$ cat src/rtl/image_pkg.sv
// Shared types and defaults for the image fetcher: FSM states, frame geometry
// and the pixel binarize helper.
package image_pkg;

  localparam int unsigned NUM_PIXELS_DEF = 16;
  localparam int unsigned ADDR_W_DEF     = 4;
  localparam int unsigned PIX_W          = 8;

  typedef enum logic [1:0] {
    ST_IDLE  = 2'd0,
    ST_FETCH = 2'd1,
    ST_DRAIN = 2'd2
  } state_e;

  function automatic logic [PIX_W-1:0] binarize(input logic [PIX_W-1:0] pix,
                                                input logic [PIX_W-1:0] thresh);
    return (pix >= thresh) ? 8'hFF : 8'h00;
  endfunction

endpackage

$ cat src/rtl/pixel_skid_fifo.sv
// Two-entry pixel buffer with index/last sideband; slot 0 is always the head so
// the outputs come straight from registers.
module pixel_skid_fifo
  import image_pkg::*;
#(
  parameter int unsigned IDX_W = ADDR_W_DEF
) (
  input  logic             clk,
  input  logic             rst,
  input  logic             push_i,
  input  logic [PIX_W-1:0] data_i,
  input  logic [IDX_W-1:0] idx_i,
  input  logic             last_i,
  input  logic             pop_i,
  output logic             valid_o,
  output logic [PIX_W-1:0] data_o,
  output logic [IDX_W-1:0] idx_o,
  output logic             last_o,
  output logic [1:0]       count_o
);

  logic             v0_q, v0_d, v1_q, v1_d;
  logic [PIX_W-1:0] d0_q, d0_d, d1_q, d1_d;
  logic [IDX_W-1:0] i0_q, i0_d, i1_q, i1_d;
  logic             l0_q, l0_d, l1_q, l1_d;

  // Pop shifts slot 1 into the head, then a push fills the first free slot.
  // The writer guarantees a push never arrives while both slots stay full.
  always_comb begin
    v0_d = v0_q; d0_d = d0_q; i0_d = i0_q; l0_d = l0_q;
    v1_d = v1_q; d1_d = d1_q; i1_d = i1_q; l1_d = l1_q;
    if (pop_i) begin
      v0_d = v1_q; d0_d = d1_q; i0_d = i1_q; l0_d = l1_q;
      v1_d = 1'b0;
    end
    if (push_i) begin
      if (!v0_d) begin
        v0_d = 1'b1; d0_d = data_i; i0_d = idx_i; l0_d = last_i;
      end else begin
        v1_d = 1'b1; d1_d = data_i; i1_d = idx_i; l1_d = last_i;
      end
    end
  end

  always_ff @(posedge clk or posedge rst) begin
    if (rst) begin
      v0_q <= 1'b0; d0_q <= '0; i0_q <= '0; l0_q <= 1'b0;
      v1_q <= 1'b0; d1_q <= '0; i1_q <= '0; l1_q <= 1'b0;
    end else begin
      v0_q <= v0_d; d0_q <= d0_d; i0_q <= i0_d; l0_q <= l0_d;
      v1_q <= v1_d; d1_q <= d1_d; i1_q <= i1_d; l1_q <= l1_d;
    end
  end

  assign valid_o = v0_q;
  assign data_o  = d0_q;
  assign idx_o   = i0_q;
  assign last_o  = l0_q;
  assign count_o = 2'(v0_q) + 2'(v1_q);

endmodule

$ cat src/rtl/image_fetcher.sv
// Streams one frame of pixels from a 1-cycle-latency image store on start.
// Optional IMAGE_FETCHER_BINARIZE_EN thresholds each pixel to 8'h00/8'hFF.
module image_fetcher
  import image_pkg::*;
#(
  parameter int unsigned NUM_PIXELS = NUM_PIXELS_DEF,
  parameter int unsigned ADDR_W     = ADDR_W_DEF,
  parameter int unsigned THRESH     = 128
) (
  input  logic              clk,
  input  logic              rst,
  input  logic              start,
  output logic [ADDR_W-1:0] mem_addr,
  input  logic [PIX_W-1:0]  mem_data,
  output logic [PIX_W-1:0]  pix_data,
  output logic              pix_valid,
  input  logic              pix_ready,
  output logic [ADDR_W-1:0] pix_idx,
  output logic              pix_last,
  output logic              busy,
  output logic              done
);

`ifdef IMAGE_FETCHER_BINARIZE_EN
  localparam bit BINARIZE_EN = 1'b1;
`else
  localparam bit BINARIZE_EN = 1'b0;
`endif

  localparam logic [ADDR_W-1:0] LAST_ADDR = ADDR_W'(NUM_PIXELS - 1);

  state_e            state_q, state_d;
  logic [ADDR_W-1:0] mem_addr_q, mem_addr_d;
  logic              infl_q, infl_d;
  logic [ADDR_W-1:0] infl_idx_q, infl_idx_d;
  logic              infl_last_q, infl_last_d;
  logic              busy_q, busy_d;
  logic              done_q, done_d;

  logic [1:0]        fifo_count;
  logic [PIX_W-1:0]  wr_data_c;
  logic              pop_c, issue_c, last_issue_c, final_hs_c;

  // Issue only if the buffer can still absorb every read already committed.
  assign pop_c        = pix_valid & pix_ready;
  assign issue_c      = (state_q == ST_FETCH) &&
                        ((3'(fifo_count) + 3'(infl_q)) < (3'(2) + 3'(pop_c)));
  assign last_issue_c = issue_c && (mem_addr_q == LAST_ADDR);
  assign final_hs_c   = pop_c & pix_last;
  assign wr_data_c    = BINARIZE_EN ? binarize(mem_data, PIX_W'(THRESH)) : mem_data;

  always_ff @(posedge clk or posedge rst) begin
    if (rst) state_q <= ST_IDLE;
    else     state_q <= state_d;
  end

  always_comb begin
    state_d = state_q;
    case (state_q)
      ST_IDLE:  if (start)        state_d = ST_FETCH;
      ST_FETCH: if (last_issue_c) state_d = ST_DRAIN;
      ST_DRAIN: if (final_hs_c)   state_d = ST_IDLE;
      default:                    state_d = ST_IDLE;
    endcase
  end

  always_comb begin
    mem_addr_d  = mem_addr_q;
    infl_d      = issue_c;
    infl_idx_d  = mem_addr_q;
    infl_last_d = (mem_addr_q == LAST_ADDR);
    busy_d      = busy_q;
    done_d      = 1'b0;
    case (state_q)
      ST_IDLE: begin
        if (start) begin
          mem_addr_d = '0;
          busy_d     = 1'b1;
        end
      end
      ST_FETCH: begin
        if (issue_c && !last_issue_c) mem_addr_d = mem_addr_q + ADDR_W'(1);
      end
      ST_DRAIN: begin
        if (final_hs_c) begin
          busy_d = 1'b0;
          done_d = 1'b1;
        end
      end
      default: ;
    endcase
  end

  always_ff @(posedge clk or posedge rst) begin
    if (rst) begin
      mem_addr_q  <= '0;
      infl_q      <= 1'b0;
      infl_idx_q  <= '0;
      infl_last_q <= 1'b0;
      busy_q      <= 1'b0;
      done_q      <= 1'b0;
    end else begin
      mem_addr_q  <= mem_addr_d;
      infl_q      <= infl_d;
      infl_idx_q  <= infl_idx_d;
      infl_last_q <= infl_last_d;
      busy_q      <= busy_d;
      done_q      <= done_d;
    end
  end

  // Read data lands in the buffer the cycle after its address was issued.
  pixel_skid_fifo #(.IDX_W(ADDR_W)) u_fifo (
    .clk     (clk),
    .rst     (rst),
    .push_i  (infl_q),
    .data_i  (wr_data_c),
    .idx_i   (infl_idx_q),
    .last_i  (infl_last_q),
    .pop_i   (pop_c),
    .valid_o (pix_valid),
    .data_o  (pix_data),
    .idx_o   (pix_idx),
    .last_o  (pix_last),
    .count_o (fifo_count)
  );

  assign mem_addr = mem_addr_q;
  assign busy     = busy_q;
  assign done     = done_q;

endmodule

$ cat config.mk
export PLATFORM = sky130hd
export DESIGN_NAME = image_fetcher
export DESIGN_NICKNAME = d
export VERILOG_FILES = /design/src/rtl/image_pkg.sv /design/src/rtl/pixel_skid_fifo.sv /design/src/rtl/image_fetcher.sv
export SDC_FILE = /design/constraint.sdc
export NUM_CORES = 1
export LEC_CHECK = 0
export BUFFER_PORTS_ARGS = -buffer_cell sky130_fd_sc_hd__buf_2
export CAP_MARGIN = 40
export CORE_MARGIN = 5
export CORE_UTILIZATION = 50
export DETAILED_ROUTE_END_ITERATION = 10
export PLACE_DENSITY = 0.73
export SLEW_MARGIN = 20
export SYNTH_ARGS = -nofsm -noshare
export SYNTH_HDL_FRONTEND = slang
export SYNTH_SLANG_ARGS = --single-unit
$ cat constraint.sdc
create_clock -name clk -period 2.37 [get_ports clk]
set_input_delay 0.474 -clock clk [delete_from_list [all_inputs] [get_ports clk]]
set_output_delay 0.474 -clock clk [all_outputs]
set_load 0.005 [all_outputs]
==> flow_metrics.tcl <==
set metrics [dict create \
    path_cells "fa_1 > nand3b_1 > a211o_1 > o311ai_0 > o31ai_1" \
    grt_pass1_vias 1174 \
    arrival_ps 2290 \
    final-max-slew-violation-count 0 \
    ff2ff_path_depth 5 \
    cts_resized 0 \
    critPathCaptureType "flip-flop" \
    gp_congestion 0.776 \
    drive_gt1_share_pct 30.3 \
    tightestPinTransition_ps 796 \
    multi_input_area_um2 623 \
    tns_ps 0 \
    track_usage_pct 15.3 \
    grt_max_degree 43 \
    cp_max_fo 8 \
    synth-seq-cells 42 \
    path_clk_slew_ps 110 \
    fmax_mhz 482 \
    die-width_um 68.5 \
    cts_hold_buf 0 \
    synth_top_area_cell "dfrtp_1" \
    pin_count 32 \
    syn_to_final_growth_pct 15.7 \
    max-clock-path-buffers 2 \
    clock_latency_ps 340 \
    wl_mm 3.13 \
    drv_cap 0 \
    post_drt_wl_per_cell_um 14.2 \
    vias 1162 \
    r2r_slack_ps 300 \
    drt-vias-per-instance 5.26 \
    timing.final.crit_period_ps 2070 \
    setup_viol 0 \
    final_nets 188 \
    n_antenna_cell 0 \
    worst_slack_ps 297 \
    place_ws_ps 316 \
    firstDrtPassIters 4 \
    rsz0062_at_grt "false" \
    start_kind "flip-flop" \
    root_buffer "clkbuf_4" \
    critPathSlowestCell "fa_1" \
    initial_core_util_pct 51.3 \
    grt_pass1_wl_mm 5.23 \
    rows 21 \
    synth_area_leaders "dfrtp_1 61%, mux2i_1 8.8%, mux2_2 8.6%" \
    drc 0 \
    layout_common_cells "42 x dfrtp_1, 31 x buf_2, 20 x nand2_1" \
    yosysTopAreaCellShare_pct 61.4 \
    die_area_um2 4690 \
    finClkSkew_ps 5.53 \
    synth_nets 152 \
    cts_buffers 5 \
    regArea_um2 1050 \
    io_buffers 31 \
    status "complete, no violations" \
    layout.cells.most_common "dfrtp_1" \
    ys_types 26 \
    grt_antenna_before_repair 0 \
    htree_num_levels 2 \
    cts.sinks 42 \
    leakage_nw 0.980 \
    rr_startpoint "u_fifo.valid_o" \
    critPathMaxStageDelay_ps 490 \
    ant_nets 0 \
    synthesis.area_um2 1710 \
    power_mw 2.56 \
    drt-initial-drc-count 54 \
    syn-instance-count 138 \
    hpwl_mm 2.20 \
    core_um2 3340 \
    avgSynthCellArea_um2 12.4 \
    crit_end "mem_addr[2]" \
    peakVddDrop_uv 570 \
    period_share_pct 87.5 \
    synth_warnings 0 \
    reg2reg_to "mem_addr[2]" \
    crit_path_start "u_fifo.valid_o" \
    overflow 0 \
    hold_class "in -> async" \
    nFillCells 292 \
    slew_headroom_pct 46.8 \
    final_hold_viol_count 0 \
    yosysSeqAreaShare_pct 61.4 \
    crit_required_ps 2580 \
    die_y_um 68.5 \
    critPathKind "reg -> reg" \
    power_density_nw_per_um2 1290 \
    cts_setup_buffers 0 \
    cts_tree "built" \
]
state kept, by name (all words and copies together), names as in the netlist, 2 cells and up:
signal	count
u_fifo.idx_o	4
u_fifo.data_o	8
infl_idx_q	4
state_q	2
u_fifo.d1_q	8
mem_addr	4
u_fifo.i1_q	4
cells by family after synthesis:
group	count (synthesis)	share of synthesized area (%)
adder cells (fa/ha/maj)	2	1.90
buffers and inverters	9	2.19
flip-flops	42	61.4
AO/OA/AOI/OAI	26	9.28
multiplexers	28	17.3
AND/OR/NAND/NOR	31	7.89
metal layers:
metal,global-route usage [%],vias to the layer above,part of all wire (%)
li1,-,554,-
met1,18.5,572,43
met2,25.9,29,51
met3,4.05,7,4.4
met4,5.96,0,1.6
met5,0,-,0
per-stage QoR:
step | area (µm²) | hold WS, ps | utilization [%] | instances
after floorplan | 1710 | 436 | - | 138
after global placement | 1920 | 442 | 57.6 | 213
after detailed placement | 1920 | 445 | 57.6 | 213
after CTS | 1980 | 251 | 59.4 | 221
after global routing | 1980 | 301 | 59.4 | 221
final | 1980 | 243 | 59.4 | 221
report_power, final:
group	leakage, nW	internal [mW]	switching (mW)	total [mW]
combinational	0.439	0.488	0.470	0.958
sequential	0.506	1.04	0.214	1.25
clock	0.0353	0.144	0.210	0.354
total	0.980	1.67	0.894	2.56
critical path, delay by kind of cell, from the launching register on:
family,cells,cell delay (ps)
compound gates,3,790
fa+ha+maj,1,490
flops,1,480
simple gates,1,190
cell usage after synthesis:
| cell | count |
|---|---|
| a21boi_1 | 1 |
| a21oi_1 | 2 |
| nor2_1 | 1 |
| clkbuf_1 | 1 |
| fa_1 | 1 |
| a211o_1 | 1 |
| nand2b_1 | 1 |
| a21o_1 | 1 |
| mux2i_1 | 15 |
| o21ai_0 | 15 |
| mux2_2 | 13 |
| dfrtp_1 | 42 |
| nand3b_1 | 1 |
| nor3_1 | 1 |
| o311ai_0 | 1 |
| o31a_1 | 1 |
| inv_1 | 5 |
| nand3_1 | 5 |
| nand2_1 | 20 |
| a32o_1 | 1 |
| nor2b_1 | 1 |
| ha_1 | 1 |
| o31ai_1 | 2 |
| a21boi_0 | 1 |
| buf_2 | 3 |
| and3_1 | 1 |
how the worst min path moves through the flow:
stage,to,slack (ps),depth (start not counted)
detailed placement,infl_idx_q[1],440,0
floorplan,infl_idx_q[1],440,0
global route,u_fifo.d1_q[6],300,3
global placement,infl_idx_q[1],440,0
finish,infl_idx_q[0],240,3
CTS,u_fifo.data_o[6],250,3
layout make-up:
type / count / share of cell area, %
clock buffer: 7 / 2.78
clock inverter: 1 / 0.253
inverter: 5 / 0.948
multi-input combinational: 87 / 31.5
sequential: 42 / 53.1
tap: 46 / 2.91
timing repair buffer: 33 / 8.59
(Power assumes the default switching activity.)
